$ cat src/rtl/cpu_types.sv
// Shared types for the program-memory harness: harness FSM states and the
// RISC-V NOP returned for any fetch that does not hit a loaded word.
package cpu_types;

  localparam logic [31:0] NOP_INSTR = 32'h0000_0013;

  typedef enum logic [2:0] {
    IDLE,
    LOAD,
    LOADED,
    RUN,
    HALT,
    TOUT
  } harness_state_t;

endpackage

$ cat src/rtl/prog_mem_array.sv
// DEPTH x 32 instruction store with per-word valid bits: synchronous write,
// asynchronous read. Valid bits reset; storage contents do not.
module prog_mem_array #(
  parameter int DEPTH = 16,
  parameter int AW    = $clog2(DEPTH)
) (
  input  logic          clk,
  input  logic          rst_n,
  input  logic          clr,
  input  logic          we,
  input  logic [AW-1:0] waddr,
  input  logic [31:0]   wdata,
  input  logic [AW-1:0] raddr,
  output logic [31:0]   rdata,
  output logic          rvalid
);

  logic [31:0]    mem_q [DEPTH];
  logic [DEPTH-1:0] valid_d, valid_q;

  // A clear and a write in the same cycle leave only the written word valid.
  always_comb begin
    valid_d = clr ? '0 : valid_q;
    if (we) valid_d[waddr] = 1'b1;
  end

  always_ff @(posedge clk or negedge rst_n) begin
    if (!rst_n) valid_q <= '0;
    else        valid_q <= valid_d;
  end

  always_ff @(posedge clk) begin
    if (we) mem_q[waddr] <= wdata;
  end

  assign rdata  = mem_q[raddr];
  assign rvalid = valid_q[raddr];

endmodule

$ cat src/rtl/prog_mem_harness.sv
// Loads a program into a private instruction memory, holds the CPU in reset
// until started, and supervises the run (ebreak halt, timeout, out-of-range
// fetches). Optional fetch statistics: define PROG_MEM_HARNESS_FETCH_STATS_EN.
module prog_mem_harness
  import cpu_types::*;
#(
  parameter int DEPTH          = 16,
  parameter int TIMEOUT_CYCLES = 1000,
  parameter int CNT_W          = 32
) (
  input  logic                     clk,
  input  logic                     rst_n,
  input  logic                     load_valid,
  output logic                     load_ready,
  input  logic [$clog2(DEPTH)-1:0] load_addr,
  input  logic [31:0]              load_data,
  input  logic                     load_last,
  input  logic                     start,
  input  logic [31:0]              pc,
  output logic [31:0]              instruction,
  output logic                     cpu_rst_n,
  input  logic                     ebreak,
  output logic                     busy,
  output logic                     done,
  output logic                     timeout,
  output logic                     pc_oob,
  output logic [CNT_W-1:0]         cycle_count,
  output logic [CNT_W-1:0]         fetch_count
);

  localparam int AW = $clog2(DEPTH);
  localparam logic [CNT_W-1:0] TIMEOUT_LAST = CNT_W'(TIMEOUT_CYCLES - 1);

  harness_state_t   state_d, state_q;
  logic             cpu_rst_n_d, cpu_rst_n_q;
  logic             pc_oob_d, pc_oob_q;
  logic [CNT_W-1:0] cycle_count_d, cycle_count_q;
  logic             accept, mem_clr, run_entry, run_stay, pc_in_range;
  logic [31:0]      mem_rdata;
  logic             mem_rvalid;

  assign load_ready  = (state_q != RUN);
  assign accept      = load_valid && load_ready;
  assign pc_in_range = ((pc >> (AW + 2)) == 32'd0);

  prog_mem_array #(
    .DEPTH (DEPTH),
    .AW    (AW)
  ) u_mem (
    .clk    (clk),
    .rst_n  (rst_n),
    .clr    (mem_clr),
    .we     (accept),
    .waddr  (load_addr),
    .wdata  (load_data),
    .raddr  (pc[AW+1:2]),
    .rdata  (mem_rdata),
    .rvalid (mem_rvalid)
  );

  assign instruction = (mem_rvalid && pc_in_range) ? mem_rdata : NOP_INSTR;

  always_comb begin
    state_d = state_q;
    mem_clr = 1'b0;
    case (state_q)
      RUN: begin
        if (ebreak)                            state_d = HALT;
        else if (cycle_count_q == TIMEOUT_LAST) state_d = TOUT;
      end
      LOAD: begin
        if (accept && load_last) state_d = LOADED;
      end
      default: begin
        // IDLE, LOADED, HALT, TOUT: a new beat starts a fresh program.
        if (accept) begin
          mem_clr = 1'b1;
          state_d = load_last ? LOADED : LOAD;
        end else if (state_q == LOADED && start) begin
          state_d = RUN;
        end
      end
    endcase
  end

  assign run_entry = (state_q != RUN) && (state_d == RUN);
  assign run_stay  = (state_q == RUN) && (state_d == RUN);

  // The cycle that leaves RUN is not counted, so counters freeze at that value.
  always_comb begin
    cycle_count_d = cycle_count_q;
    if (run_entry)                      cycle_count_d = '0;
    else if (run_stay && !(&cycle_count_q)) cycle_count_d = cycle_count_q + CNT_W'(1);
  end

  always_comb begin
    pc_oob_d = pc_oob_q;
    if (run_entry)                           pc_oob_d = 1'b0;
    else if (state_q == RUN && !pc_in_range) pc_oob_d = 1'b1;
  end

  assign cpu_rst_n_d = (state_d == RUN);

  always_ff @(posedge clk or negedge rst_n) begin
    if (!rst_n) begin
      state_q       <= IDLE;
      cpu_rst_n_q   <= 1'b0;
      pc_oob_q      <= 1'b0;
      cycle_count_q <= '0;
    end else begin
      state_q       <= state_d;
      cpu_rst_n_q   <= cpu_rst_n_d;
      pc_oob_q      <= pc_oob_d;
      cycle_count_q <= cycle_count_d;
    end
  end

`ifdef PROG_MEM_HARNESS_FETCH_STATS_EN
  logic [31:0]      pc_prev_d, pc_prev_q;
  logic [CNT_W-1:0] fetch_count_d, fetch_count_q;

  assign pc_prev_d = pc;

  always_comb begin
    fetch_count_d = fetch_count_q;
    if (run_entry) fetch_count_d = '0;
    else if (state_q == RUN && pc != pc_prev_q && !(&fetch_count_q))
      fetch_count_d = fetch_count_q + CNT_W'(1);
  end

  always_ff @(posedge clk or negedge rst_n) begin
    if (!rst_n) begin
      pc_prev_q     <= '0;
      fetch_count_q <= '0;
    end else begin
      pc_prev_q     <= pc_prev_d;
      fetch_count_q <= fetch_count_d;
    end
  end

  assign fetch_count = fetch_count_q;
`else
  assign fetch_count = '0;
`endif

  assign cpu_rst_n   = cpu_rst_n_q;
  assign busy        = (state_q == LOAD) || (state_q == RUN);
  assign done        = (state_q == HALT);
  assign timeout     = (state_q == TOUT);
  assign pc_oob      = pc_oob_q;
  assign cycle_count = cycle_count_q;

endmodule

$ cat config.mk
export PLATFORM = sky130hd
export DESIGN_NAME = prog_mem_harness
export DESIGN_NICKNAME = d
export VERILOG_FILES = /design/src/rtl/cpu_types.sv /design/src/rtl/prog_mem_array.sv /design/src/rtl/prog_mem_harness.sv
export SDC_FILE = /design/constraint.sdc
export NUM_CORES = 1
export LEC_CHECK = 0
export BUFFER_PORTS_ARGS = -buffer_cell sky130_fd_sc_hd__buf_2
export CORE_AREA = 2 2 168 236
export DETAILED_ROUTE_END_ITERATION = 6
export DIE_AREA = 0 0 170 238
export PLACE_DENSITY = 0.82
export SLEW_MARGIN = 0
export SYNTH_ARGS = -nofsm -noshare
export SYNTH_HDL_FRONTEND = slang
export SYNTH_HIERARCHICAL = 1
export SYNTH_SLANG_ARGS = --single-unit
$ cat constraint.sdc
create_clock -name clk -period 5 [get_ports clk]
set_clock_uncertainty 0.15 [all_clocks]
set_input_delay 0.25 -clock clk [delete_from_list [all_inputs] [get_ports clk]]
set_output_delay 0.25 -clock clk [all_outputs]
set_load 0.02 [all_outputs]
==> results of run 1 <==
-- cells by family (layout without fill, tap and decap cells) --
logic type,Yosys count,in the layout
buffers and inverters,102,298
other,1,34
XOR/XNOR,5,5
AND/OR/NAND/NOR,233,233
AO/OA/AOI/OAI,146,146
flip-flops,565,565
multiplexers,134,134
adder cells (fa/ha/maj),1,1
-- layer usage --
metal  share of wire, %  global-route usage (%)  wire length (um)
met1                 35                    33.8             18400
met2                 53                    46.3             27700
met3                9.1                    4.38              4810
met4                3.5                    10.3              1840
met5                  0                       0                 0
-- repair_timing --
item / in CTS / in global routing
endpoints found under the hold margin: 569 / 0
buffers inserted: 0 / 0
hold buffers: 38 / 0
-- Yosys cell counts, drive strengths merged (10+ instances only) --
| master | count |
|---|---|
| edfxtp | 512 |
| mux4 | 132 |
| nand2 | 69 |
| a22oi | 66 |
| buf | 64 |
| dfrtp | 53 |
| and3 | 36 |
| clkbuf | 30 |
| nor2 | 23 |
| a21oi | 21 |
| a21o | 17 |
| nand4 | 14 |
| or4 | 14 |
| nor4 | 13 |
| nand3 | 12 |
| o21ai | 10 |
-- how the worst max path moves through the flow --
stage,from,end
finish,u_mem/valid_q[10],instruction[28]
floorplan,state_q[0],u_mem/mem_q[0][0]
global placement,pc[2],instruction[27]
detailed placement,state_q[0],u_mem/mem_q[13][18]
CTS,u_mem/valid_q[10],instruction[28]
global route,u_mem/valid_q[10],instruction[27]
-- area by class of cell --
type                            instances  area, um^2
Timing Repair Buffer                  205        1320
Inverter                                8        30.0
Multi-Input combinational cell        551        5750
Clock inverter                         23         214
Fill cell                            2322       12400
Antenna cell                            2        5.00
Tap cell                              478         598
Clock buffer                           62        1280
Sequential cell                       565       16700
-- worst reg2reg max path, cell delays in order (launching register included) --
cell and delay [ns]:
dfrtp_1 0.48, and3b_1 0.37, nor2b_1 0.30, nand3_1 0.35, nor2_4 1.04, buf_4 0.38
-- sequential cells by signal, summed over array words and instances (netlist names) --
name           cells
cpu_rst_n          1
cycle_count       32
pc_oob             1
state_q            3
u_mem/mem_q      512
u_mem/valid_q     16
-- metrics by stage --
step / std cells / hold slack (ns)
2_1_floorplan: 1218 / -0.196
5_1_grt: 1892 / 0.237
6_report: 1894 / 0.182
4_1_cts: 1892 / 0.182
3_5_place_dp: 1769 / 0.254
3_3_place_gp: 1769 / 0.250
-- power groups by stage --
stage                     Clock [mW]  Combinational [mW]  Sequential (mW)
after global placement             0               0.836             5.49
final                           3.62               0.916             5.42
after CTS                       3.65               0.913             5.41
after floorplan                    0               0.551             5.52
after global routing            3.82               0.982             5.43
after detailed placement           0               0.868             5.51
==> results.ini, run 1 <==
[outcome]
outcome=finished clean

[critical_path]
path_max_fanout=16
critPathTopFamily=simple AND/OR/NAND/NOR gates
crit_cells=6
r2r_cells=5
start_kind=flop
cp_cell_sequence=mux4_2 -> a22oi_1 -> nand2_1 -> buf_4 -> and3_1 -> buf_2
criticalPathCategory=flop to primary output
slowest_delay_ns=0.54
rrSetupSlack_ns=1.61
slowest_stage=nand2_1
cp.buffers_inverters=2
worstPathArrival_ns=3.02
crit_path_end_kind=primary output
reg2reg_from=state_q[0]
worstPathRequired_ns=4.60
reg2reg_to=u_mem/mem_q[13][14]

[yosys]
synth_compound_area_share_pct=4.89
seq_area_frac_synth_pct=73.2
synth-simple-area-share_pct=5.84
synth_largest_area_cell=edfxtp_1
synth-main-ff-cell=edfxtp_1
synth_adder_area_share_pct=0.0548
ys_ff_latch=565
syn_avg_cell_area_um2=19.2
netlist_area_mm2=0.0228
synthTopCellsByArea=edfxtp_1 67%, mux4_2 13%, dfrtp_1 5.8%, a22oi_1 2.2%, buf_4 1.2%
muxShareOfSynthArea_pct=13.1
syn_inst=1187
yosys.cell_types.count=62
yosys_warnings=6
ys_async_sr_fraction_pct=9.38
synth-edff-count=512
synth_top_family_by_area=multiplexers
yosysTopAreaCellShare_pct=67.4
synthXorXnorAreaFrac_pct=0.192

[grt]
antenna_found_initial=2
track_usage_pct=26.6
overflow=0
grt_pass1_vias=13000
grt_pass1_wl_um=78700
grt_max_degree=129

[detailed_routing]
route.detailed.drc=0
drt_iter0_markers=1295
wirelength_um=52700
drtAntennaViolNets=0
avgRoutedWirePerCell_um=27.8
dr.pass1.iters=5
routed-via-count=12600
avgViaCountPerCell=6.64

[finish]
final_core_util_pct=67.7
fin_area_mm2=0.0259
final_layout_size_suffix_gt1_share_pct=28.6
final_common_cell=edfxtp_1
nets=1453
synthToLayoutAreaGrowth_pct=13.5
final_cell_mix=512 x edfxtp_1, 139 x buf_2, 132 x mux4_2

[placement]
placed_area_mm2=0.0240
portBuffers=141
hpwl_um=28500
gp_congestion=0.841
dpl_worst_slack_ns=1.69

[pwr]
cellPowerDensity_mw_per_mm2=384
peakVddDrop_mv=0.303
p_int_mw=7.66
seq_power_share_pct=54.4
p_clk_share_pct=36.4
comb_power_share_pct=9.2
swShare_pct=23.0
p_switching_mw=2.29
p_leak_nw=9.05
p_total_mw=9.95

[clock_network]
cts_tree=built
h-tree-depth=2
clkLatencyLatePin_ns=0.57
clock_sinks=565
ctsResizeCount=0
path_clk_slew_ns=0.07
cts_root_buf=clkbuf_16
cts_buffers=47
cts_buffer_depth=3

[die]
ios=176
rows=85
die_y_um=238
die_area_mm2=0.0405
start_util_pct=59.6
core_mm2=0.0383
die_w_um=170

[timing]
finalSetupViolCount=0
rsz0062_at_grt=no
fin_setup_tns_ns=0
period_needed_ns=3.42
finalHoldViolCount=0
fin_crit_sh_pct=68.4
setup_ws_ns=1.58
maxSlewViolCount=0
slew_headroom_pct=18.5
fmax_ghz=0.292
worst_pin_slew_ns=1.22

[min_path]
min_path_type=primary input to async pin

[job]
timing.max_cap.violations=0

Power figures use the tool's default switching activity.
==> run 2: changes to the inputs <==
--- a/config.mk
+++ b/config.mk
@@ -5,11 +5,12 @@
 export SDC_FILE = /design/constraint.sdc
 export NUM_CORES = 1
 export LEC_CHECK = 0
+export ABC_AREA = 1
 export BUFFER_PORTS_ARGS = -buffer_cell sky130_fd_sc_hd__buf_2
-export CORE_AREA = 2 2 168 236
+export CORE_AREA = 2 2 187 263
 export DETAILED_ROUTE_END_ITERATION = 6
-export DIE_AREA = 0 0 170 238
-export PLACE_DENSITY = 0.82
+export DIE_AREA = 0 0 189 265
+export PLACE_DENSITY = 0.79
 export SLEW_MARGIN = 0
 export SYNTH_ARGS = -nofsm -noshare
 export SYNTH_HDL_FRONTEND = slang
==> constraint.sdc (replaced) <==
create_clock -name clk -period 2.9 [get_ports clk]
set_clock_uncertainty 0.15 [all_clocks]
set_input_delay 0.145 -clock clk [delete_from_list [all_inputs] [get_ports clk]]
set_output_delay 0.145 -clock clk [all_outputs]
set_load 0.02 [all_outputs]
==> run 2 against run 1 <==
Sequential power rose by 70%. Largest power group unchanged. Clock power rose by 78%. Critical path depth rose by 3. Design area rose by 14%. Die area rose by 24%. Cell count rose by 86%. Register-to-register slack got worse by 1.4 ns. Critical endpoint is now instruction[26].
==> results.ini, run 2 <==
[critical_path]
critPathTopFamily=buffers and inverters
cp.buffers_inverters=4
start_kind=primary input
worstPathArrival_ns=2.45
worstPathRequired_ns=2.61
cp_cell_sequence=dlygate4sd3_1 -> buf_2 -> nor4_1 -> nand4_1 -> nor2_1 -> nand2_2 -> buf_4 -> nor2_1 -> buf_2
r2r_cells=11
criticalPathCategory=primary input to primary output
critPathLaunch=pc[11]
slowest_delay_ns=0.53
path_max_fanout=20
rrSetupSlack_ns=0.21
crit_path_end_kind=primary output
crit_cells=9
reg2reg_from=state_q[2]
slowest_stage=dlygate4sd3_1

[timing]
fin_crit_sh_pct=94.6
rsz0062_at_grt=no
setup_ws_ns=0.158
fmax_ghz=0.365
timing.hold.ws_ns=0.0344
finalHoldViolCount=0
worst_pin_slew_ns=0.858
slew_headroom_pct=42.8
maxSlewViolCount=0
finalSetupViolCount=0
period_needed_ns=2.74

[finish]
final_common_cell=nand2_1
final_core_util_pct=61.9
final_cell_mix=821 x nand2_1, 512 x edfxtp_1, 496 x inv_1
multi_input_area_mm2=0.00676
synthToLayoutAreaGrowth_pct=13.5
n_fill_cell=3604
largest_reg_flops=512
fin_cells=3528
seqCellArea_mm2=0.0167
largest_register=u_mem/mem_q
nets=2937
final_layout_size_suffix_gt1_share_pct=10.8
diodes=0

[grt]
track_usage_pct=26.7
antenna_found_initial=0
grt_pass1_wl_um=104000
grt_max_degree=121
overflow=0
grt_pass1_vias=19800

[yosys]
synth_common_cells=822 x nand2_1, 512 x edfxtp_1, 498 x inv_1, 441 x nand3_1, 100 x nor2_1
syn_inst=2699
seq_area_frac_synth_pct=64.3
syn_avg_cell_area_um2=9.62
yosys_warnings=6
yosys.cell_types.count=30
ys_ff_latch=565
yosysTopAreaCellShare_pct=59.2
synth-main-ff-cell=edfxtp_1
ys_async_sr_fraction_pct=9.38
synth_most_common_cell=nand2_1
synthTopCellsByArea=edfxtp_1 59%, nand2_1 12%, nand3_1 8.5%, inv_1 7.2%, dfrtp_1 5.1%
synth-edff-count=512
synth_largest_area_cell=edfxtp_1
netlist_area_mm2=0.0260

[placement]
gp_congestion=0.933
dpl_worst_slack_ns=0.363
portBuffers=141
place_inst=3393
hpwl_um=37900

[clock_network]
clock_sinks=565
cts_buffer_depth=3
path_clk_slew_ns=0.06
cts_tree=built
cts_buffers=52
cts_root_buf=clkbuf_16
clkLatencyLatePin_ns=0.59
h-tree-depth=2

[die]
die_y_um=265
start_util_pct=54.5
die_w_um=189
ios=176
core_mm2=0.0477
rows=95
die_area_mm2=0.0501

[min_path]
min_path_type=primary input to async pin

[pwr]
cellPowerDensity_mw_per_mm2=602
peakVddDrop_mv=0.445
p_leak_nw=13.2

[detailed_routing]
wirelength_um=67300
avgRoutedWirePerCell_um=19.1
dr.pass1.iters=5
routed-via-count=19300
drt_iter0_markers=1800
drtAntennaViolNets=0
route.detailed.drc=0
avgViaCountPerCell=5.48

[outcome]
outcome=finished clean

[job]
timing.max_cap.violations=0

-- run 2: changes by cell type after synthesis, sizes merged, moves of 14 or more --
cell and delta:
nand2 +776, inv +495, nand3 +431, mux4 -132
nor2 +79, buf +73, a22oi -66, and3 -36
a21oi -20, xor2 +20, a21o -17, o22ai +16
or4 -14
-- run 2: where the power goes --
group	leakage (nW)	switching, mW	internal (mW)
sequential	5.35	0.104	9.12
clock	0.761	2.97	3.48
combinational	7.12	1.49	0.599
-- run 2: kinds of logic after synthesis --
| family | after synthesis | share of synthesized area, % |
|---|---|---|
| adders and majority gates | 1 | 0.0482 |
| xor gates and xnor gates | 28 | 0.944 |
| buffers and inverters | 657 | 10.7 |
| AOI/OAI and AO/OA | 19 | 0.443 |
| and+or+nand+nor | 1428 | 23.5 |
| DFF | 565 | 64.3 |
| other | 1 | 0.0144 |
-- run 2: worst paths after layout --
kind / to
hold reg to reg: pc_oob
min in group clk: u_mem/valid_q[4]
max in group asynchronous: cycle_count[20]
setup reg to reg: pc_oob
hold / removal: u_mem/valid_q[1]
setup / recovery: instruction[26]
-- run 2: metrics by stage --
step	setup TNS, ns	power, mW	cell area [um^2]
final	0	17.8	29500
after CTS	0	17.8	29500
after global routing	0	18.3	29500
after detailed placement	0	11.3	27400
after global placement	0	11.2	27400
after floorplan	-39.69	10.8	26100
-- run 2: metal layers --
metal  share of wire (%)  GRT usage, %  vias to the layer above
li1                    -             -                     8863
met1                  35          29.8                     9247
met2                  52          48.5                      964
met3                 7.6          3.76                      271
met4                 5.9          15.6                        0
met5                   0             0                        -
-- run 2: worst reg2reg max path, cell delays in order (launching register included) --
cell and delay (ns):
dfrtp_1 0.42, inv_2 0.14, nand3_4 0.18, nand3_2 0.14, nand2_2 0.05, nand2_2 0.05, dlygate4sd3_1 0.58, nand2_4 0.06
nor2_4 0.21, nand4_4 0.34, nand2_1 0.16, o21ai_0 0.09
-- run 2: final cells by class --
class,instances,area share [%]
multi-input combinational,1509,22.9
timing repair buffer,231,5.99
clock inverter,30,0.840
sequential,565,56.6
inverter,503,6.43
tap,630,2.67
clock buffer,60,4.51
-- run 2: repair_timing --
item | in CTS | in global routing
endpoints found under the hold margin | 579 | 0
resized for setup | 0 | 1
hold buffers | 44 | 0
setup endpoints to repair | 0 | 31
setup buffers | 0 | 0
==> run 3: changes to the inputs <==
--- a/config.mk
+++ b/config.mk
@@ -7,10 +7,10 @@
 export LEC_CHECK = 0
 export ABC_AREA = 1
 export BUFFER_PORTS_ARGS = -buffer_cell sky130_fd_sc_hd__buf_2
-export CORE_AREA = 2 2 187 263
+export CORE_AREA = 2 2 179 252
 export DETAILED_ROUTE_END_ITERATION = 6
-export DIE_AREA = 0 0 189 265
-export PLACE_DENSITY = 0.79
+export DIE_AREA = 0 0 181 254
+export PLACE_DENSITY = 0.82
 export SLEW_MARGIN = 0
 export SYNTH_ARGS = -nofsm -noshare
 export SYNTH_HDL_FRONTEND = slang
==> constraint.sdc (replaced) <==
create_clock -name clk -period 3.45 [get_ports clk]
set_clock_uncertainty 0.15 [all_clocks]
set_input_delay 0.1725 -clock clk [delete_from_list [all_inputs] [get_ports clk]]
set_output_delay 0.1725 -clock clk [all_outputs]
set_load 0.02 [all_outputs]
==> run 3 against run 2 <==
Sequential share of layout area is 0.43 points higher. Sequential cell count stayed put. Die area is 8.2% lower. Highest routed layer unchanged. Design area is 0.76% lower. Power is 16% lower. Combinational power is 22% lower. Critical path type is now flop to flop. Via count is 0.45% lower. Clock power is 13% lower.
==> results.ini, run 3 (synthesis results as in run 2) <==
[die]
start_util_pct=59.4
core_mm2=0.0437
rows=91
die_area_mm2=0.0460
die_w_um=181
ios=176
die_y_um=254

[clock_network]
cts_buffers=50
path_clk_slew_ns=0.06
h-tree-depth=2
cts_root_buf=clkbuf_16
cts_tree=built
clkLatencyLatePin_ns=0.58
ctsResizeCount=0
cts_buffer_depth=3
clock_sinks=565
cts_hold_buf=43
cts_setup_buffers=0

[grt]
grt_max_degree=149
antenna_found_initial=2
grt_pass1_vias=19400
overflow=0
track_usage_pct=27.8
grt_pass1_wl_um=99200

[timing]
finalHoldViolCount=0
fmax_ghz=0.351
slew_headroom_pct=26.7
maxSlewViolCount=0
worst_pin_slew_ns=1.10
period_needed_ns=2.85
finalSetupViolCount=0
rsz0062_at_grt=no
fin_setup_tns_ns=0
fin_crit_sh_pct=82.5

[finish]
largest_reg_flops=512
nets=2924
synthToLayoutAreaGrowth_pct=12.6
largest_register=u_mem/mem_q
final_cell_mix=821 x nand2_1, 512 x edfxtp_1, 496 x inv_1
fin_area_mm2=0.0293
final_common_cell=nand2_1
final_layout_size_suffix_gt1_share_pct=10.7

[job]
timing.max_cap.violations=0

[critical_path]
crit_path_end_kind=flop
start_kind=flop
criticalPathCategory=flop to flop
worstPathArrival_ns=2.97
reg2reg_to=u_mem/mem_q[15][26]
r2r_cells=6
slowest_stage=nor2_4
reg2reg_from=state_q[1]
path_max_fanout=21
slowest_delay_ns=0.65
rrSetupSlack_ns=0.60
worstPathRequired_ns=3.57
cp_cell_sequence=nand3_4 -> nand2_1 -> inv_1 -> nand3_1 -> nor2_4 -> buf_12

[pwr]
p_leak_nw=13.2
cellPowerDensity_mw_per_mm2=513
peakVddDrop_mv=0.529

[detailed_routing]
wirelength_um=63900
dr.pass1.iters=7
route.detailed.drc=0
avgViaCountPerCell=5.58
drtAntennaViolNets=0
avgRoutedWirePerCell_um=18.5
routed-via-count=19300
drt_iter0_markers=2090

[placement]
gp_congestion=0.965
placed_area_mm2=0.0272
hpwl_um=36600
portBuffers=141

[outcome]
outcome=finished clean

[min_path]
min_path_type=primary input to async pin

-- run 3: routing by layer --
metal / wire [um] / track usage, %
met5: 0 / 0
met4: 3130 / 16.9
met3: 5320 / 3.71
met2: 33500 / 50.5
met1: 22000 / 31.0
-- run 3: worst max-delay path by stage --
stage | startpoint | end | slack (ns) | depth (start not counted)
floorplan | state_q[1] | u_mem/mem_q[10][0] | 0.39 | 5
global placement | state_q[1] | u_mem/mem_q[9][19] | 0.74 | 6
detailed placement | state_q[1] | u_mem/mem_q[9][24] | 0.69 | 6
CTS | pc[8] | instruction[26] | 0.59 | 9
global route | state_q[1] | u_mem/mem_q[15][27] | 0.47 | 6
finish | state_q[1] | u_mem/mem_q[15][26] | 0.60 | 6
-- run 3: stage by stage --
step	utilization, %	power, mW	hold slack [ns]	setup slack, ns	cells
3_5_place_dp	62.2	9.45	0.0706	0.687	3312
3_3_place_gp	62.2	9.38	0.0587	0.739	3312
6_report	66.9	15.0	0.00105	0.604	3448
2_1_floorplan	-	9.04	-0.273	0.389	2730
4_1_cts	66.9	15.0	0.000528	0.593	3446
5_1_grt	66.9	15.5	0.0493	0.475	3448
-- run 3: worst max-delay path: cells and delay by family, from the launching register on --
kind | cells | cell delay, ns
AND/OR/NAND/NOR | 4 | 1.45
buffers and inverters | 2 | 0.45
flip-flops | 1 | 0.48
-- run 3: power breakdown --
group          total (mW)  leakage [nW]  switching, mW  internal [mW]
combinational        1.64          7.05           1.19          0.458
clock                5.61         0.808           2.41           3.20
sequential           7.75          5.35         0.0926           7.66
total                15.0          13.2           3.69           11.3
-- run 3: cell type report --
| cell class | count | area, um^2 |
|---|---|---|
| flip-flops and latches | 565 | 16700 |
| well taps | 558 | 698 |
| repair buffers | 221 | 1580 |
| clock inverters | 34 | 374 |
| diodes | 2 | 5.00 |
| inverters | 503 | 1900 |
| fillers | 3066 | 14500 |
| clock buffers | 57 | 1280 |
| multi-input cells | 1508 | 6740 |
